`src/rtl/load_store_unit_pkg.sv`:
```
// rtl/load_store_unit_pkg.sv - op field layout, size codes, FSM encodings and access checks
package load_store_unit_pkg;

  localparam int OP_STORE = 3;
  localparam int OP_UNS   = 2;
  localparam int OP_SZ_HI = 1;
  localparam int OP_SZ_LO = 0;

  localparam logic [1:0] SIZE_B   = 2'b00;
  localparam logic [1:0] SIZE_H   = 2'b01;
  localparam logic [1:0] SIZE_W   = 2'b10;
  localparam logic [1:0] SIZE_ILL = 2'b11;

  localparam logic [1:0] ST_IDLE   = 2'd0;
  localparam logic [1:0] ST_ACCESS = 2'd1;
  localparam logic [1:0] ST_WAIT   = 2'd2;
  localparam logic [1:0] ST_RESP   = 2'd3;

  // Misaligned halfword/word or illegal size: answered without touching memory
  function automatic logic access_err(input logic [3:0] op, input logic [1:0] addr_lo);
    logic e;
    case (op[OP_SZ_HI:OP_SZ_LO])
      SIZE_B:   e = 1'b0;
      SIZE_H:   e = addr_lo[0];
      SIZE_W:   e = (addr_lo != 2'b00);
      SIZE_ILL: e = 1'b1;
      default:  e = 1'b1;
    endcase
    access_err = e;
  endfunction

endpackage

```
`src/rtl/load_store_unit_if.sv`:
```
// rtl/load_store_unit_if.sv - request/response handshake and BRAM port bundle
interface load_store_unit_if #(parameter int ADDR_W = 32);
  logic              req_valid;
  logic              req_ready;
  logic [3:0]        req_op;
  logic [ADDR_W-1:0] req_addr;
  logic [31:0]       req_wdata;
  logic              resp_valid;
  logic              resp_err;
  logic [31:0]       load_data;
  logic              mem_en;
  logic [3:0]        mem_we;
  logic [ADDR_W-1:0] mem_addr;
  logic [31:0]       mem_din;
  logic [31:0]       mem_dout;

  modport slave (
    input  req_valid, req_op, req_addr, req_wdata, mem_dout,
    output req_ready, resp_valid, resp_err, load_data,
           mem_en, mem_we, mem_addr, mem_din
  );

  modport master (
    output req_valid, req_op, req_addr, req_wdata, mem_dout,
    input  req_ready, resp_valid, resp_err, load_data,
           mem_en, mem_we, mem_addr, mem_din
  );
endinterface

```
`src/rtl/lsu_lane_align.sv`:
```
// rtl/lsu_lane_align.sv - byte-lane write mask, store replication and load extraction
module lsu_lane_align
  import load_store_unit_pkg::*;
(
  input  logic [3:0]  op,
  input  logic [1:0]  addr_lo,
  input  logic [31:0] wdata,
  input  logic [31:0] mem_dout,
  output logic [3:0]  we,
  output logic [31:0] din,
  output logic [31:0] rdata
);

  logic [3:0]  mask;
  logic [7:0]  b;
  logic [15:0] h;

  always_comb begin
    mask  = 4'b0000;
    din   = wdata;
    rdata = mem_dout;
    b     = mem_dout[{addr_lo, 3'b000} +: 8];
    h     = addr_lo[1] ? mem_dout[31:16] : mem_dout[15:0];
    case (op[OP_SZ_HI:OP_SZ_LO])
      SIZE_B: begin
        mask  = 4'b0001 << addr_lo;
        din   = {4{wdata[7:0]}};
        rdata = op[OP_UNS] ? {24'd0, b} : {{24{b[7]}}, b};
      end
      SIZE_H: begin
        mask  = addr_lo[1] ? 4'b1100 : 4'b0011;
        din   = {2{wdata[15:0]}};
        rdata = op[OP_UNS] ? {16'd0, h} : {{16{h[15]}}, h};
      end
      SIZE_W: begin
        mask  = 4'b1111;
        din   = wdata;
        rdata = mem_dout;
      end
      default: mask = 4'b0000;
    endcase
    we = op[OP_STORE] ? mask : 4'b0000;
  end

endmodule

```
`src/rtl/load_store_unit.sv`:
```
// rtl/load_store_unit.sv - byte/half/word load-store sequencer in front of a word-wide BRAM
module load_store_unit
  import load_store_unit_pkg::*;
#(
  parameter int ADDR_W = 32,
  parameter int RD_LAT = 1
) (
  input  logic              clk,
  input  logic              rst_n,
  load_store_unit_if.slave  bus
);

  logic [1:0]        state;
  logic [1:0]        cnt;
  logic [3:0]        op_q;
  logic [ADDR_W-1:0] addr_q;
  logic [31:0]       wdata_q;
  logic              err_q;
  logic [31:0]       load_q;
  logic [3:0]        lane_we;
  logic [31:0]       lane_din;
  logic [31:0]       lane_rdata;

  lsu_lane_align u_align (
    .op       (op_q),
    .addr_lo  (addr_q[1:0]),
    .wdata    (wdata_q),
    .mem_dout (bus.mem_dout),
    .we       (lane_we),
    .din      (lane_din),
    .rdata    (lane_rdata)
  );

  // Memory strobes decode from state so an asynchronous reset clears them at once
  assign bus.req_ready  = (state == ST_IDLE);
  assign bus.resp_valid = (state == ST_RESP);
  assign bus.resp_err   = (state == ST_RESP) && err_q;
  assign bus.load_data  = load_q;
  assign bus.mem_en     = (state == ST_ACCESS) || (state == ST_WAIT);
  assign bus.mem_we     = (state == ST_ACCESS) ? lane_we : 4'b0000;
  assign bus.mem_din    = (state == ST_ACCESS && op_q[OP_STORE]) ? lane_din : 32'd0;
  assign bus.mem_addr   = {2'b00, addr_q[ADDR_W-1:2]};

  always_ff @(posedge clk or negedge rst_n) begin
    if (!rst_n) begin
      state   <= ST_IDLE;
      cnt     <= 2'd0;
      op_q    <= 4'd0;
      addr_q  <= '0;
      wdata_q <= 32'd0;
      err_q   <= 1'b0;
      load_q  <= 32'd0;
    end else begin
      case (state)
        ST_IDLE: begin
          if (bus.req_valid) begin
            op_q    <= bus.req_op;
            addr_q  <= bus.req_addr;
            wdata_q <= bus.req_wdata;
            err_q   <= access_err(bus.req_op, bus.req_addr[1:0]);
            state   <= access_err(bus.req_op, bus.req_addr[1:0]) ? ST_RESP : ST_ACCESS;
          end
        end
        ST_ACCESS: begin
          if (op_q[OP_STORE]) begin
            state <= ST_RESP;
          end else begin
            cnt   <= 2'(RD_LAT - 1);
            state <= ST_WAIT;
          end
        end
        ST_WAIT: begin
          if (cnt == 2'd0) begin
            load_q <= lane_rdata;
            state  <= ST_RESP;
          end else begin
            cnt <= cnt - 2'd1;
          end
        end
        default: state <= ST_IDLE;
      endcase
    end
  end

endmodule

```
`src/flat_wrapper.sv`:
```
// flat-port wrapper written by rule: the top's interface ports become plain ports
module load_store_unit_flat import load_store_unit_pkg::*;
#(
  parameter int ADDR_W = 32,
  parameter int RD_LAT = 1
)
  (clk, rst_n, bus_req_valid, bus_req_op, bus_req_addr, bus_req_wdata, bus_mem_dout, bus_req_ready, bus_resp_valid, bus_resp_err, bus_load_data, bus_mem_en, bus_mem_we, bus_mem_addr, bus_mem_din);
  load_store_unit_if #(.ADDR_W(ADDR_W)) bus_i ();
  input  logic clk;
  input  logic rst_n;
  input wire logic [$bits(bus_i.req_valid)-1:0] bus_req_valid;
  input wire logic [$bits(bus_i.req_op)-1:0] bus_req_op;
  input wire logic [$bits(bus_i.req_addr)-1:0] bus_req_addr;
  input wire logic [$bits(bus_i.req_wdata)-1:0] bus_req_wdata;
  input wire logic [$bits(bus_i.mem_dout)-1:0] bus_mem_dout;
  output wire logic [$bits(bus_i.req_ready)-1:0] bus_req_ready;
  output wire logic [$bits(bus_i.resp_valid)-1:0] bus_resp_valid;
  output wire logic [$bits(bus_i.resp_err)-1:0] bus_resp_err;
  output wire logic [$bits(bus_i.load_data)-1:0] bus_load_data;
  output wire logic [$bits(bus_i.mem_en)-1:0] bus_mem_en;
  output wire logic [$bits(bus_i.mem_we)-1:0] bus_mem_we;
  output wire logic [$bits(bus_i.mem_addr)-1:0] bus_mem_addr;
  output wire logic [$bits(bus_i.mem_din)-1:0] bus_mem_din;
  assign bus_i.req_valid = bus_req_valid;
  assign bus_i.req_op = bus_req_op;
  assign bus_i.req_addr = bus_req_addr;
  assign bus_i.req_wdata = bus_req_wdata;
  assign bus_i.mem_dout = bus_mem_dout;
  assign bus_req_ready = bus_i.req_ready;
  assign bus_resp_valid = bus_i.resp_valid;
  assign bus_resp_err = bus_i.resp_err;
  assign bus_load_data = bus_i.load_data;
  assign bus_mem_en = bus_i.mem_en;
  assign bus_mem_we = bus_i.mem_we;
  assign bus_mem_addr = bus_i.mem_addr;
  assign bus_mem_din = bus_i.mem_din;
  load_store_unit #(.ADDR_W(ADDR_W), .RD_LAT(RD_LAT)) u_core (.clk(clk), .rst_n(rst_n), .bus(bus_i));
endmodule
```
`config.mk`:
```
export PLATFORM = sky130hd
export DESIGN_NAME = load_store_unit_flat
export DESIGN_NICKNAME = d
export VERILOG_FILES = /design/src/rtl/load_store_unit_pkg.sv /design/src/rtl/load_store_unit_if.sv /design/src/rtl/lsu_lane_align.sv /design/src/rtl/load_store_unit.sv /design/src/flat_wrapper.sv
export SDC_FILE = /design/constraint.sdc
export NUM_CORES = 1
export LEC_CHECK = 0
export BUFFER_PORTS_ARGS = -buffer_cell sky130_fd_sc_hd__buf_2
export CELL_PAD_IN_SITES_DETAIL_PLACEMENT = 0
export CELL_PAD_IN_SITES_GLOBAL_PLACEMENT = 1
export CORE_ASPECT_RATIO = 0.9
export CORE_MARGIN = 10
export CORE_UTILIZATION = 40
export CTS_CLUSTER_DIAMETER = 150
export DETAILED_ROUTE_END_ITERATION = 10
export GPL_TIMING_DRIVEN = 0
export PLACE_DENSITY = 0.88
export REMOVE_ABC_BUFFERS = 1
export SETUP_SLACK_MARGIN = 0.05
export SKIP_LAST_GASP = 1
export SYNTH_ARGS = -nofsm -noshare
export SYNTH_HDL_FRONTEND = slang
export SYNTH_SLANG_ARGS = --single-unit
```
`constraint.sdc`:
```
create_clock -name clk -period 5.99 [get_ports clk]
set_clock_uncertainty 0.2 [all_clocks]
set_input_delay 1.198 -clock clk [delete_from_list [all_inputs] [get_ports clk]]
set_output_delay 1.198 -clock clk [all_outputs]
set_load 0.01 [all_outputs]
```
==> impl_metrics.ini <==
[global_route]
antenna_found_initial = 1
grt_pass1_wl_um = 25300
grt_pass1_vias = 4686
grt_use_total_pct = 16.9
overflow = 0
grt_max_degree = 70

[run]
drv_cap = 0

[critical_path]
critical_path.max_stage_delay_ns = 0.69
arrival_ns = 2.75
reg2reg_depth = 5
cpMaxStageDelayCell = nand2_1
r2r_slack_ns = 2.87
start_kind = flip-flop
r2r-start = u_core.cnt[0]
cp.depth = 6
worst-endpoint-required_ns = 4.59
critical_path.max_fanout = 27
crit_chain = inv_1 > ha_1 > nand2_1 > a21o_1 > nor2_1 > buf_2
end_kind = primary output
setup.worst_path.end = bus_mem_we[0]
worstSetupStartpoint = u_core.state[1]
worst-setup-path-type = reg2out
crit_buf_inv = 2
critPathTopFamily = simple AND/OR/NAND/NOR gates
r2r-end = u_core.bus.load_data[31]

[floorplanning]
die_w_um = 142
initial_core_util_pct = 40.5
die_h_um = 130
design.core.area_um2 = 13300
ioPinCount = 207
rows = 40
dieArea_um2 = 18500

[synth]
synth.most_common_cell = dfrtp_1
synth_top_area_share_pct = 49.0
ys_seq_area_share_pct = 49.0
synthArstFlopShare_pct = 100
ys.flop_type = dfrtp_1
ys_ff_latch = 105
yosysWarnings = 0
ys_top_cells_by_count = dfrtp_1, mux2_2, a21oi_1
yosys.cell_types.count = 41
avgSynthCellArea_um2 = 10.8
synth_area_um2 = 5370
synth_edf_count = 0
syn_inst = 498
synth_largest_area_cell = dfrtp_1
synth_area_leaders = dfrtp_1, mux2_2, mux2i_1, a21oi_1, buf_4

[clocking]
clkLatencyLatePin_ns = 0.35
cts_buffers = 9
cts_buffer_depth = 2
postCtsSetupBuffers = 0
path_clk_slew_ns = 0.07
cts.sinks = 105
cts_resized = 0
hold_buffers = 0
cts_tree = built
ctsRootBufferMaster = clkbuf_16
cts-htree-levels = 3

[route]
drt-total-wl_um = 15800
viasPerCell = 5.33
vias = 4381
drc_errors = 0
dr.pass1.iters = 4
drtIter0Drc = 268
ant_nets = 0
wl_per_cell_um = 19.2

[layout]
fin_cells = 822
syn_to_final_growth_pct = 22.7
fin_area_um2 = 6580
multi_input_area_um2 = 2330
drive_above_1_share_pct = 45.9
ff_latch_area_um2 = 2630
nets = 756
final_util_pct = 49.6
fillers = 1227

[pwr]
combPwrFrac_pct = 46.0
internal_power_w = 0.00220
switchingPower_w = 0.00151
ir_drop_v = 0.000303
p_seq_share_pct = 37.4
power_density_nw_per_um2 = 564
p_leak_nw = 3.21
netSwitchingFraction_pct = 40.7
clkPwrFrac_pct = 16.6

[sta]
period_share_pct = 69.2
worstMarginPinSlew_ns = 1.23
timing.fmax_ghz = 0.241
hold_viol = 0
relSlewSlack_pct = 17.9
rsz0062_at_grt = no
setup_tns_ns = 0
slew_viol_final = 0
setup_viol = 0
holdWs_ns = 0.304
fin_crit_ns = 4.15

[placed_design]
portBuffers = 204
place_hpwl_um = 11900
dp.cells = 805
placed_area_um2 = 6260
gp_congestion = 0.871

[min_path]
hold_path_class = reg2reg

[outcome]
status = finished clean
==> layout by cell type (no fill, tap or decap), types with 2 or more instances in the layout <==
cell,synthesis,final
dfrtp_1,105,104
o21ai_1,12,12
ha_1,5,5
nand3_1,8,8
nor2_1,38,38
a221oi_1,7,7
clkbuf_16,0,9
mux2_2,71,71
o211ai_1,16,16
nor3_1,5,5
o21ai_0,15,15
buf_2,10,203
mux2i_1,26,26
nand2b_1,2,2
inv_6,0,4
conb_1,1,2
a21o_1,2,2
inv_1,8,8
nand2_1,20,19
and3_1,8,8
and2_1,10,10
a221o_1,8,8
a21oi_1,48,48
==> layout make-up <==
cell class	count	area share (%)
sequential	105	39.9
multi-input combinational	318	35.4
timing repair buffer	206	16.3
clock buffer	9	3.42
tap	168	3.19
clock inverter	7	1.27
inverter	8	0.456
antenna	1	0.0380
==> routing by layer <==
metal / wire length [um] / track usage [%] / vias to the layer above / share of wire [%]
met5: 0 / 0 / - / 0
met4: 206 / 4.86 / 0 / 1.3
met3: 1350 / 6.61 / 18 / 8.5
met2: 7820 / 28.0 / 139 / 50
met1: 6420 / 20.0 / 2184 / 41
li1: - / - / 2040 / -
==> power by group through the flow <==
stage,combinational [W],sequential [W],clock [W]
global route,0.00190,0.00144,0.000665
finish,0.00171,0.00139,0.000615
global placement,0.00167,0.00140,0
CTS,0.00173,0.00139,0.000638
floorplan,0.00100,0.00144,0
detailed placement,0.00173,0.00139,0
==> worst min-delay path by stage <==
| stage | end | cells after the start | start | slack (ns) |
|---|---|---|---|---|
| floorplan | u_core.err_q | 1 | u_core.err_q | 0.27 |
| global placement | u_core.err_q | 1 | u_core.err_q | 0.28 |
| detailed placement | u_core.addr_q[26] | 1 | u_core.addr_q[26] | 0.29 |
| CTS | u_core.err_q | 1 | u_core.err_q | 0.31 |
| global route | u_core.addr_q[2] | 1 | u_core.addr_q[2] | 0.32 |
| finish | u_core.addr_q[12] | 1 | u_core.addr_q[12] | 0.30 |
==> per-stage QoR <==
| stage | power (W) | worst slack [ns] |
|---|---|---|
| finish | 0.00371 | 1.84 |
| global route | 0.00401 | 1.62 |
| CTS | 0.00376 | 1.85 |
| detailed placement | 0.00312 | 2.24 |
| global placement | 0.00307 | 1.78 |
| floorplan | 0.00244 | 2.58 |
==> logic make-up after synthesis <==
group / count (synthesis) / synth area share [%]
AOI/OAI and AO/OA: 116 / 13.4
adders and majority gates: 5 / 1.17
buffers and inverters: 76 / 7.95
DFF: 105 / 49.0
muxes: 97 / 19.7
other: 1 / 0.0699
and+or+nand+nor: 98 / 8.72
==> flip-flops by register name, indices dropped and copies added, names as in the netlist <==
register	count
u_core.op_q	4
u_core.addr_q	32
u_core.cnt	2
u_core.err_q	1
u_core.wdata_q	32
u_core.bus.load_data	32
u_core.state	2
No activity file was read; power rests on OpenSTA's default activity.
